[src/rtl/vga_timing_pkg.sv]
// Default 640x480@60 timing constants, derived totals and the shared coordinate type.
// Also holds the colour-depth expansion helpers used by the pixel driver.
package vga_timing_pkg;

  typedef logic [10:0] coord_t;

  localparam int H_ACTIVE_DEF = 640;
  localparam int H_FP_DEF     = 16;
  localparam int H_SYNC_DEF   = 96;
  localparam int H_BP_DEF     = 48;
  localparam int V_ACTIVE_DEF = 480;
  localparam int V_FP_DEF     = 10;
  localparam int V_SYNC_DEF   = 2;
  localparam int V_BP_DEF     = 33;

  localparam int H_TOTAL_DEF = H_ACTIVE_DEF + H_FP_DEF + H_SYNC_DEF + H_BP_DEF;
  localparam int V_TOTAL_DEF = V_ACTIVE_DEF + V_FP_DEF + V_SYNC_DEF + V_BP_DEF;

  localparam int H_SYNC_START_DEF = H_ACTIVE_DEF + H_FP_DEF;
  localparam int H_SYNC_END_DEF   = H_SYNC_START_DEF + H_SYNC_DEF - 1;
  localparam int V_SYNC_START_DEF = V_ACTIVE_DEF + V_FP_DEF;
  localparam int V_SYNC_END_DEF   = V_SYNC_START_DEF + V_SYNC_DEF - 1;

  // Bit replication keeps full-scale inputs at full scale (7 -> FF, 3 -> FF).
  function automatic logic [7:0] expand3(input logic [2:0] c);
    return {c, c, c[2:1]};
  endfunction

  function automatic logic [7:0] expand2(input logic [1:0] c);
    return {4{c}};
  endfunction

endpackage

[src/rtl/delay_line.sv]
// Fixed-depth shift register with an asynchronous reset to a programmable fill value.
module delay_line #(
  parameter int               WIDTH     = 3,
  parameter int               DEPTH     = 2,
  parameter logic [WIDTH-1:0] RESET_VAL = '0
) (
  input  logic             clk,
  input  logic             resetN,
  input  logic [WIDTH-1:0] i_d,
  output logic [WIDTH-1:0] o_q
);

  logic [WIDTH-1:0] r_stage [DEPTH];

  always_ff @(posedge clk or negedge resetN) begin
    if (!resetN) begin
      for (int i = 0; i < DEPTH; i++) r_stage[i] <= RESET_VAL;
    end else begin
      r_stage[0] <= i_d;
      for (int i = 1; i < DEPTH; i++) r_stage[i] <= r_stage[i-1];
    end
  end

  assign o_q = r_stage[DEPTH-1];

endmodule

[src/rtl/vga_pixel_driver.sv]
// Raster counters plus registered VGA DAC outputs; sync/blank are delayed to line up
// with the RGB value that the object pipeline returns PIPE_DELAY cycles later.
module vga_pixel_driver
  import vga_timing_pkg::*;
#(
  parameter int H_ACTIVE   = H_ACTIVE_DEF,
  parameter int H_FP       = H_FP_DEF,
  parameter int H_SYNC     = H_SYNC_DEF,
  parameter int H_BP       = H_BP_DEF,
  parameter int V_ACTIVE   = V_ACTIVE_DEF,
  parameter int V_FP       = V_FP_DEF,
  parameter int V_SYNC     = V_SYNC_DEF,
  parameter int V_BP       = V_BP_DEF,
  parameter int PIPE_DELAY = 2
) (
  input  logic       clk,
  input  logic       resetN,
  input  logic [7:0] RGBIn,
  output coord_t     pixelX,
  output coord_t     pixelY,
  output logic       startOfFrame,
  output logic       endOfLine,
  output logic [7:0] vgaR,
  output logic [7:0] vgaG,
  output logic [7:0] vgaB,
  output logic       hsyncN,
  output logic       vsyncN,
  output logic       blankN
);

  localparam int     H_TOTAL  = H_ACTIVE + H_FP + H_SYNC + H_BP;
  localparam int     V_TOTAL  = V_ACTIVE + V_FP + V_SYNC + V_BP;
  localparam coord_t H_LAST   = coord_t'(H_TOTAL - 1);
  localparam coord_t V_LAST   = coord_t'(V_TOTAL - 1);
  localparam coord_t HS_START = coord_t'(H_ACTIVE + H_FP);
  localparam coord_t HS_END   = coord_t'(H_ACTIVE + H_FP + H_SYNC - 1);
  localparam coord_t VS_START = coord_t'(V_ACTIVE + V_FP);
  localparam coord_t VS_END   = coord_t'(V_ACTIVE + V_FP + V_SYNC - 1);

  coord_t     r_h_cnt;
  coord_t     r_v_cnt;
  logic       w_h_last;
  logic       w_v_last;
  logic       w_active;
  logic       w_hsync_n;
  logic       w_vsync_n;
  logic [2:0] w_dly;
  logic       r_hsync_n;
  logic       r_vsync_n;
  logic       r_blank_n;
  logic [7:0] r_red;
  logic [7:0] r_green;
  logic [7:0] r_blue;

  assign w_h_last = (r_h_cnt == H_LAST);
  assign w_v_last = (r_v_cnt == V_LAST);

  always_ff @(posedge clk or negedge resetN) begin
    if (!resetN) begin
      r_h_cnt <= '0;
      r_v_cnt <= '0;
    end else if (w_h_last) begin
      r_h_cnt <= '0;
      r_v_cnt <= w_v_last ? '0 : r_v_cnt + coord_t'(1);
    end else begin
      r_h_cnt <= r_h_cnt + coord_t'(1);
    end
  end

  assign pixelX       = r_h_cnt;
  assign pixelY       = r_v_cnt;
  assign startOfFrame = (r_h_cnt == '0) && (r_v_cnt == '0);
  assign endOfLine    = w_h_last;

  assign w_active  = (r_h_cnt < coord_t'(H_ACTIVE)) && (r_v_cnt < coord_t'(V_ACTIVE));
  assign w_hsync_n = !((r_h_cnt >= HS_START) && (r_h_cnt <= HS_END));
  assign w_vsync_n = !((r_v_cnt >= VS_START) && (r_v_cnt <= VS_END));

  // Delay-line fill value is the idle state: syncs deasserted, not active.
  delay_line #(
    .WIDTH    (3),
    .DEPTH    (PIPE_DELAY),
    .RESET_VAL(3'b110)
  ) u_align (
    .clk   (clk),
    .resetN(resetN),
    .i_d   ({w_hsync_n, w_vsync_n, w_active}),
    .o_q   (w_dly)
  );

  always_ff @(posedge clk or negedge resetN) begin
    if (!resetN) begin
      r_hsync_n <= 1'b1;
      r_vsync_n <= 1'b1;
      r_blank_n <= 1'b0;
      r_red     <= '0;
      r_green   <= '0;
      r_blue    <= '0;
    end else begin
      r_hsync_n <= w_dly[2];
      r_vsync_n <= w_dly[1];
      r_blank_n <= w_dly[0];
      if (w_dly[0]) begin
        r_red   <= expand3(RGBIn[7:5]);
        r_green <= expand3(RGBIn[4:2]);
        r_blue  <= expand2(RGBIn[1:0]);
      end else begin
        r_red   <= '0;
        r_green <= '0;
        r_blue  <= '0;
      end
    end
  end

  assign hsyncN = r_hsync_n;
  assign vsyncN = r_vsync_n;
  assign blankN = r_blank_n;
  assign vgaR   = r_red;
  assign vgaG   = r_green;
  assign vgaB   = r_blue;

endmodule
[config.mk]
export PLATFORM = sky130hd
export DESIGN_NAME = vga_pixel_driver
export DESIGN_NICKNAME = d
export VERILOG_FILES = /design/src/rtl/vga_timing_pkg.sv /design/src/rtl/delay_line.sv /design/src/rtl/vga_pixel_driver.sv
export SDC_FILE = /design/constraint.sdc
export NUM_CORES = 1
export LEC_CHECK = 0
export CAP_MARGIN = 40
export CORE_ASPECT_RATIO = 1.75
export CORE_UTILIZATION = 45
export DETAILED_ROUTE_END_ITERATION = 6
export PLACE_DENSITY = 0.9
export SYNTH_ARGS = -nofsm -noshare
export SYNTH_HDL_FRONTEND = slang
export SYNTH_SLANG_ARGS = --single-unit
[constraint.sdc]
create_clock -name clk -period 2.71 [get_ports clk]
set_input_delay 0.271 -clock clk [delete_from_list [all_inputs] [get_ports clk]]
set_output_delay 0.271 -clock clk [all_outputs]
set_load 0.01 [all_outputs]
# Word-level counts from Yosys, hierarchy flattened
# Cells that the tools add are included.
totals:
  output_inout_bits: 51
  in_bits: 10
  register_bits: 55
  word_cells: 33
op_classes:
  eq_ne: 2
  addsub: 2
  n_lt_le_gt_ge: 6
  n_reduce_logical: 8
  n_mux: 5
op_table:
  columns: ["op", "n"]
  rows:
  - ["$mux W8", 3]
  - ["$add A11 B1 Y11 const B", 2]
  - ["$eq A11 B10 Y1 const B", 2]
  - ["$logic_not A11 Y1", 2]
  - ["$mux W11", 2]
  - ["$ge A11 B10 Y1 const B", 1]
  - ["$ge A11 B9 Y1 const B", 1]
  - ["$le A11 B10 Y1 const B", 1]
  - ["$le A11 B9 Y1 const B", 1]
  - ["$lt A11 B10 Y1 const B", 1]
  - ["$lt A11 B9 Y1 const B", 1]
  - ["$logic_and A1 B1 Y1", 4]
  - ["$logic_not A1 Y1", 2]

# Logic depth before layout (Yosys ltp)
logic_depth:
  ltp_word: 3
  mapped_depth: 7

# Cells and area by module
# Synthesis repeated with hierarchy kept, for this count alone.
hier_totals:
  hier_cells: 169
  hier_area_um2: 1835.5
modules_own_cells:
  columns: ["mod", "instances", "area_each_um2", "cells_per_inst"]
  rows:
  - ["vga_pixel_driver", 1, 1657.8, 160]
  - ["delay_line", 1, 177.7, 9]

# Worst setup path before layout
# No wires, ideal clock.
synth_path:
  path_kind: "register -> register"
  start: "register r_h_cnt[5], in the netlist pixelX[5]"
  end: "register r_h_cnt[9], in the netlist pixelX[9]"
  period_less_slack_ps: 2039
  path_buffers: 2
  arrival_time_ps: 1918
  path_slack_ps: 671
  stages_incl_launch_ff: 8
  setup_ps: 121
  cell_sequence: "dfrtp_1 > buf_6 > or4_4 > or3_4 > inv_2 > buf_6 > nor2_1 > o22a_1"
synth_via:
  elab_chain_cells: 2
synth_lines:
  columns: ["item", "line_no", "source"]
  rows:
  - ["start: declaration", "vga_pixel_driver.sv:40", "coord_t r_h_cnt;"]
  - ["start signal: assignment", "vga_pixel_driver.sv:66", "r_h_cnt <= r_h_cnt + coord_t'(1);"]
  - ["$eq A11 B10 Y1", "vga_pixel_driver.sv:55", "assign w_h_last = (r_h_cnt == H_LAST);"]
  - ["net endOfLine", "vga_pixel_driver.sv:22", "output logic endOfLine,"]
  - ["$mux W11", "vga_pixel_driver.sv:62", "end else if (w_h_last) begin"]
# The timed path passes the listed nets, and every way through them passes these cells.
# A chain may end at the register's enable or synchronous reset.

# Worst setup path after layout
layout_path:
  start: "register r_h_cnt[5], in the netlist pixelX[5]"
  end: "output endOfLine"
layout_via:
  elab_chain_cells: 1
layout_lines:
  columns: ["item", "line_no"]
  rows:
  - ["$eq A11 B10 Y1", "vga_pixel_driver.sv:55"]
  - ["end: declaration", "vga_pixel_driver.sv:22"]
# No other way between the ends.

==> out/results.ini <==
[run_status]
outcome=complete, no violations

[min_path]
min_path_type=primary input to async pin

[logic_synthesis]
ys_ff_latch=39
ys_types=38
syn-mean-instance-area_sq_um=10.97
syn_nets=179
synthCells=165
yosys.area.top_type_share_pct=45.64
ys_warn_count=0
yosysSeqAreaShare_pct=54.36
synth.area.top_cells=dfrtp_1 (46%), dfstp_2 (8.7%), buf_4 (6.6%), and2_1 (3.5%), xor2_1 (3.4%)
synthesis.area_sq_um=1809
yosysTopAreaCell=dfrtp_1

[detailed_routing]
vias=1380
drc=0
wire_per_inst_um=14.31
ant_nets=0
wl_um=3748
viasPerCell=5.267
firstDrtPassIters=4
drt_iter0_markers=23

[cts]
cts-root-buf=clkbuf_8
clkSlewWorstSetupHoldPaths_ns=0.07
post-cts-setup-buffers=0
htreeDepth=2
worst_skew_pair.late_latency_ns=0.29
postCtsHoldBufs=0
cts_max_path_buffers=2
clock-sinks=39
post_cts_resize_count=0
cts_tree=built
cts_buffers=5

[setup_path]
startpoint_type=register
end_kind=output pin
path_max_fanout=9
cp.arrival_ns=2.37
crit_type=register to output pin
worstPathRequired_ns=2.44

[placement]
hpwlAfterDp_um=2756
pre_cts_ws_ns=0.3890
gp_congestion=0.8589
post-place-cells=254
portBuffers=60

[floorplanning]
fp-row-count=30
die_h_um=85.88
start_util_pct=46.80
ioPinCount=61
dieArea_sq_um=4288
coreArea_sq_um=3866
die_x_um=49.93

[power_and_ir_drop]
p_leak_nw=1.035
p_clk_share_pct=35.7
pwr-share-comb_pct=7.0
p_sw_mw=0.2215
p_per_area_nw_per_um2=430.5
seqPwrFrac_pct=57.3
p_total_mw=1.034
cellInternalPower_mw=0.8122
ir_worst_vdd_mv=0.3322
swShare_pct=21.42

[global_routing]
grt-ovfl-total=0
antenna_found_initial=0
grt_pass1_vias=1390
grt_max_degree=40
grt_pass1_wl_um=6272
grtUsageTotal_pct=19.52

[timing]
skew_ns=0.01170
slew_headroom_pct=44.75
finalHoldViolations=0
min_period_over_period_pct=97.41
grt_setup_unrepaired=no
tns_ns=0
min_period_ns=2.640
worstMarginPinSlew_ns=0.8287
max_clock_freq_mhz=378.8
finalWorstSetupSlack_ns=0.07027
final_max_slew_viol_count=0
setup_violations=0

[final_layout]
multiInputGateArea_sq_um=643.1
synthToLayoutAreaGrowth_pct=32.71
final_cells=262
diodes=0
fillCellCount=320
seq_area_sq_um=983.4
final_core_util_pct=62.10
layout-drive-gt1-share_pct=9.346
nets=227

[flow_run]
cap_viol_max_count=0

[synth_stat cells (all sizes together)]
library cell and instances:
dfrtp 33, nand3 8, or3 3, nor2b 2, or4 4, nor4b 1, o21ai 7, nand2b 1
dfstp 6, nor4 3, o31ai 1, xnor2 5, nand3b 1, o21bai 1, a21oi 1, a21o 1
nor2 11, and3 4, ha 4, and2 10, nand4 7, o22a 1, xor2 7, o22ai 1
nand2 4, nor3 5, a22o 1, inv 8, clkbuf 2, and4b 1, buf 18, a31oi 3
[area by class of cell]
type	count	share of cell area (%)
sequential	39	40.96
tap	48	2.501
timing repair buffer	61	25.12
multi-input combinational	98	26.78
clock inverter	1	0.2084
inverter	8	1.251
clock buffer	7	3.179
[cells by family (layout without fill, tap and decap cells)]
logic type	after synthesis	count (layout)	share of synthesized area, %
buffers and inverters	28	77	10.10
AND/OR/NAND/NOR	65	65	21.16
adder cells (fa/ha/maj)	4	4	2.766
AO/OA/AOI/OAI	17	17	5.810
flip-flops	39	39	54.36
XOR/XNOR	12	12	5.809
[path summary, 6_finish.rpt]
| check | start | endpoint | slack [ns] | cells past startpoint |
|---|---|---|---|---|
| worst max-delay path | pixelX[5]$_DFF_PN0_ | endOfLine | 0.07 | 4 |
| worst min-delay path | resetN | pixelY[1]$_DFFE_PN0P_ | 0.08 | 1 |
| worst max register to register | pixelX[5]$_DFF_PN0_ | pixelY[2]$_DFFE_PN0P_ | 0.52 | 6 |
| worst min register to register | u_align.r_stage[3]$_DFF_PN0_ | u_align.o_q[0]$_DFF_PN0_ | 0.36 | 0 |
| max in group asynchronous | resetN | vgaB[5]$_DFF_PN0_ | 2.10 | 1 |
| min in group clk | u_align.r_stage[3]$_DFF_PN0_ | u_align.o_q[0]$_DFF_PN0_ | 0.36 | 0 |
[layer usage]
layer | part of all wire (%) | vias up | global-route usage, %
met5 | 0 | - | 0
met4 | 3.7 | 0 | 11.95
met3 | 7.2 | 14 | 7.092
met2 | 52 | 64 | 34.03
met1 | 37 | 653 | 19.10
li1 | - | 649 | -
[power groups by stage]
stage	sequential [mW]	combinational, mW	clock, mW
after CTS	0.593	0.0739	0.384
after detailed placement	0.604	0.0735	0
after floorplan	0.607	0.0278	0
after global routing	0.593	0.0778	0.408
final	0.593	0.0721	0.369
after global placement	0.603	0.0724	0
[stage by stage]
stage,hold slack (ns),cell area (sq um)
finish,0.07716,2401
global route,0.1368,2401
floorplan,-0.02459,1809
CTS,0.1068,2401
global placement,0.3322,2320
detailed placement,0.3378,2320
[critical path, stage by stage, from the launching register on]
cell,delay (ns)
dfrtp_1,0.47
or4_4,0.58
or3_4,0.43
inv_2,0.07
clkdlybuf4s50_1,0.52
[sequential cells by signal, indices dropped and copies added, names as in the netlist]
| register | cells |
|---|---|
| vsyncN | 1 |
| hsyncN | 1 |
| u_align.r_stage | 3 |
| vgaG | 3 |
| pixelY | 11 |
| vgaR | 3 |
| vgaB | 2 |
| blankN | 1 |
| pixelX | 11 |
| u_align.o_q | 3 |
[layout by cell type, fill, tap and decap left out, drive strengths merged, types with 4 or more instances in the layout]
master	instances
and2	10
ha	4
nor3	5
dfrtp	33
clkdlybuf4s50	59
nand4	7
nand3	8
nand2	4
o21ai	7
or4	4
clkbuf	7
and3	4
inv	8
xnor2	5
dfstp	6
xor2	7
nor2	11
No activity file was read; power rests on OpenSTA's default activity.
==> patch 1, RTL diff (same settings) <==
Change the parameter `RESET_VAL` from 3'b110 to 3'b100.
--- a/src/rtl/vga_pixel_driver.sv
+++ b/src/rtl/vga_pixel_driver.sv
@@ -82,3 +82,3 @@
     .DEPTH    (PIPE_DELAY),
-    .RESET_VAL(3'b110)
+    .RESET_VAL(3'b100)
   ) u_align (
Formal check against the unedited RTL: not equivalent (Yosys sat finds a counterexample within 4 cycles, from zero or initial values and one cycle with resetN low).
==> patch 1 against the unedited design <==
- routed wire length down 3.5%
- critical path depth unchanged
- sequential share of layout area down 0.70 points
- synthesized area down 0.14%
- sequential cell count unchanged
- setup slack better by 17 ps
- die area down 0.13%
- total power up 0.28%
- cell area up 1.6%
- largest power group unchanged
==> patch 1: results (changes against the unedited design) <==
* Post-DP HPWL at 2.72 mm (-1.3%)
* Clk buf depth at 2 (unchanged)
* Initial drt markers at 18 (-22%)
* Multi-input gates at 98 (unchanged)
* P_leak at 1.06 nW (+2.0%)
* Multi-input combinational cell area at 643 um2 (unchanged)
* Commonest cells in the netlist: dfrtp_1, buf_4, and2_1
* Port Buffer Count at 60 (unchanged)
* First-pass GRT wire length at 6.01 mm (-4.2%)
* Vias in the first global route at 1317 (-5.3%)
* Hold Path Class: reg2reg
* Synthesized flop and latch total at 39 (unchanged)
* Logic pwr share at 7.4% (+0.4 points)
* DP Worst Slack at 372 ps (-17.2 ps)
* Post-DR wirelength/cell at 13.7 um (-4.6%)
* CTS hold repair buffers at 1 (+1)
* Vias at 1383 (+0.22%)
* GRT Util Overall at 18.9% (-0.57 points)
* Status: finished clean
* Final WL at 3.62 mm (-3.5%)
* Synth Area in Compound Gates at 5.82% (+0.0080 points)
* Non-CTS buffers at 64 (+4.9%)
* Adder and majority gate portion of the synthesized area at 2.77% (+0.0038 points)
* Non-clk buf share at 26.3% (+1.1 points)
* Power Internal at 811 uW (-0.13%)
* Worst EP arrival at 2350 ps (-20 ps)
* XOR/XNOR share of the synthesized area at 5.82% (+0.0080 points)
* Layout cells sized above 1 at 10.6% (+1.3 points)
* Post-CTS setup buffers at 0 (unchanged)
* Rel. slew slack at 58.8% (+14 points)
* Worst-case clock skew at 4.57 ps (-7.14 ps)
* Total CTS buffers at 5 (unchanged)
* Seq/total area at 40.3% (-0.70 points)
* Largest net degree at the start of global routing at 28 (-30%)
* Non-clock inverters at 8 (unchanged)
* GP Congestion at 0.850 (-1.1%)
* Pre-antenna DRT Iters at 4 (unchanged)
* Layout Nets at 230 (+1.3%)
* H-tree Lvls at 2 (unchanged)
* Clock network fraction of total power at 35.5% (-0.2 points)
* Worst vdd ir at 0.000418 V (+26%)
* Layout clock area frac at 3.44% (+0.049 points)
* Die width at 49.9 um (about the same)
* Synth top area cells: dfrtp_1, buf_4, dfstp_2, and2_1, xor2_1
* CTS clk-pin slew, worst paths at 70 ps (about the same)
* Placed cell areas at 2340 um2 (+1.1%)
* P_clk at 368 uW (about the same)
* Fill cells at 319 (-0.31%)
* Sequential area share after synthesis at 54.3% (-0.063 points)
* Reg area at 982 um2 (-0.13%)
* Yosys Warn Count at 0 (unchanged)
* Placed insts at 256 (+0.79%)
* Post-CTS Resized at 0 (unchanged)
-- patch 1: cell count changes after synthesis --
| cell | delta |
|---|---|
| dfrtp_1 | +2 |
| dfstp_2 | -2 |
-- patch 1: path summary, 6_finish.rpt --
check | slack, ps | depth (start not counted) | endpoint | start
setup / recovery | 90 | 4 | endOfLine | pixelX[5]
hold / removal | 350 | 0 | u_align.o_q[1] | u_align.r_stage[4]
setup reg to reg | 540 | 6 | pixelY[2] | pixelX[5]
hold reg to reg | 350 | 0 | u_align.o_q[1] | u_align.r_stage[4]
max in group asynchronous | 1800 | 3 | vsyncN | resetN
min in group asynchronous | 410 | 2 | vgaR[4] | resetN
-- patch 1: routing by layer --
layer  track usage, %  vias up  wire (um)
met1             18.4      651       1310
met3             6.38        7        287
li1                 -      658          -
met5                0        -          0
met2             34.6       67       1940
met4             9.35        0         77
-- patch 1: worst max-delay path: stages, from the launching register on --
cell and delay, ps:
dfrtp_2 470, or4_4 570, or3_4 440, inv_2 70, clkdlybuf4s50_1 520
==> patch 2, RTL diff (config.mk and constraints unchanged) <==
Made on the original files. Make the reset (`resetN`) synchronous in 3 clocked blocks. Comments in the files are not updated.
--- a/src/rtl/delay_line.sv
+++ b/src/rtl/delay_line.sv
@@ -14,3 +14,3 @@
 
-  always_ff @(posedge clk or negedge resetN) begin
+  always_ff @(posedge clk) begin
     if (!resetN) begin
--- a/src/rtl/vga_pixel_driver.sv
+++ b/src/rtl/vga_pixel_driver.sv
@@ -57,3 +57,3 @@
 
-  always_ff @(posedge clk or negedge resetN) begin
+  always_ff @(posedge clk) begin
     if (!resetN) begin
@@ -90,3 +90,3 @@
 
-  always_ff @(posedge clk or negedge resetN) begin
+  always_ff @(posedge clk) begin
     if (!resetN) begin
Formal check against the unedited RTL: differs if resetN is asserted again (counterexample within 4 cycles, from zero or initial values and one cycle with resetN low); with resetN held inactive, the same outputs for 10 cycles.
==> patch 2 against the unedited design <==
- routed wire length rose by 13%
- cell area rose by 0.36%
- largest cell class is now multi-input combinational cells
- setup slack improved by 67 ps
- critical path depth did not move
- sequential cell count did not move
- synthesized area fell by 3.0%
- highest routed layer unchanged
- die area fell by 2.9%
- total power rose by 19%
- first-iteration DRC count rose by 61%
- utilization rose by 3.7 points
- critical path type unchanged
- global-route usage rose by 2.2 points
==> patch 2: results (changes against the unedited design) <==
* Post-Syn Nets at 208 (+16%)
* Total CTS buffers at 5 (unchanged)
* GRT Util Overall at 21.7% (+2.2 points)
* Crit-path max FO at 9 (unchanged)
* H-tree Lvls at 2 (unchanged)
* Initial antenna violation count at 0 (unchanged)
* CP max stage cell: or4_4
* Rel. slew slack at 72.1% (+27 points)
* Unique masters post-synth at 35 (-7.9%)
* First-pass GRT wire length at 6.78 mm (+8.0%)
* CTS root buf: clkbuf_8
* Status: finished clean
* Ys flop type: dfxtp_1
* Delay-heaviest family, CP: simple AND/OR/NAND/NOR gates
* Post-DP HPWL at 3.03 mm (+10%)
* Largest net degree at the start of global routing at 26 (-35%)
* Synth top area cells: dfxtp_1, buf_4, xnor2_1, nor2_1, and3_1
* Grt ovf at 0 (unchanged)
* Worst EP arrival at 2300 ps (-70 ps)
* Fill cells at 318 (-0.63%)
* Worst vdd ir at 0.000535 V (+61%)
* Initial drt markers at 37 (+61%)
* Layout Nets at 254 (+12%)
* Sequential area share after synthesis at 44.5% (-9.8 points)
* Hold Path Class: reg2reg
* Via-to-Cell Ratio at 5.42 (+2.9%)
* Final WL at 4.23 mm (+13%)
* CTS clk-pin slew, worst paths at 70 ps (about the same)
* Vias in the first global route at 1443 (+3.8%)
* CP peak stage delay at 610 ps (+30 ps)
* DP Worst Slack at 456 ps (+66.6 ps)
* GP Congestion at 0.853 (-0.64%)
* Post-synth EDFFs at 0 (unchanged)
* Post-CTS Resized at 0 (unchanged)
* Post-CTS setup buffers at 0 (unchanged)
* P_leak at 0.868 nW (-16%)
* Worst-case clock skew at 4.08 ps (-7.62 ps)
* Pre-antenna DRT Iters at 4 (unchanged)
* Commonest cells in the netlist: dfxtp_1, nor2_1, buf_4
* Yosys Warn Count at 0 (unchanged)
* Layout cells sized above 1 at 7.05% (-2.3 points)
* Async SR Flop Fraction at 0% (-100 points)
* Clk buf depth at 2 (unchanged)
[patch 2: cell types whose count changed after synthesis, sizes merged, moves of 4 or more]
cell    change
dfxtp      +39
dfrtp      -33
and3        +7
and2        -6
dfstp       -6
nor2        +6
a21oi       +5
clkbuf      +5
or3         +5
nor3        -4
[patch 2: path summary, 6_finish.rpt]
| check | start | end | slack [ps] | cells after the start |
|---|---|---|---|---|
| worst max-delay path | pixelX[7] | endOfLine | 140 | 4 |
| worst min-delay path | u_align.r_stage[0][4] | vsyncN | 410 | 1 |
| worst max register to register | pixelX[7] | pixelY[5] | 540 | 5 |
| worst min register to register | u_align.r_stage[0][4] | vsyncN | 410 | 1 |
[patch 2: cell families (layout without fill, tap and decap cells)]
group           Yosys count  count (layout)  share of synthesized area, %
buf+inv                  33              80                          10.9
flops                    39              39                          44.5
fa+ha+maj                 4               4                          2.85
xor+xnor                 12              12                          5.99
simple gates             86              86                          28.7
compound gates           20              20                          7.06
[patch 2: metal layers]
| layer | GRT usage [%] | wire [um] | vias up |
|---|---|---|---|
| met5 | 0 | 0 | - |
| met4 | 13.4 | 165 | 0 |
| met3 | 4.35 | 139 | 13 |
| met2 | 39.1 | 2360 | 49 |
| met1 | 22.1 | 1570 | 743 |
| li1 | - | - | 750 |
[patch 2: worst reg2reg max path, stage by stage (launching register included)]
cell	delay (ps)
dfxtp_1	370
or4_4	620
or3_1	430
buf_4	180
o21ai_2	370
nor2_1	90
[patch 2: area by class of cell]
cell class / instances / area [um2] / share of cell area, %
clock buffers: 6 / 72.6 / 3.01
clock inverters: 2 / 60.1 / 2.49
inverters: 9 / 33.8 / 1.40
multi-input cells: 122 / 782 / 32.5
flip-flops and latches: 39 / 781 / 32.4
well taps: 46 / 57.6 / 2.39
repair buffers: 63 / 623 / 25.9
[patch 2: power breakdown]
part	switching, mW	internal (mW)	total [mW]
clock network	0.194	0.368	0.562
registers	0.00989	0.582	0.592
logic	0.0320	0.0477	0.0798
[patch 2: through the flow]
| step | instances | cell area [um2] | util (%) |
|---|---|---|---|
| after floorplan | 194 | 1750 | - |
| after global placement | 279 | 2280 | 62.1 |
| after detailed placement | 279 | 2280 | 62.1 |
| after CTS | 287 | 2410 | 65.8 |
| after global routing | 287 | 2410 | 65.8 |
| final | 287 | 2410 | 65.8 |
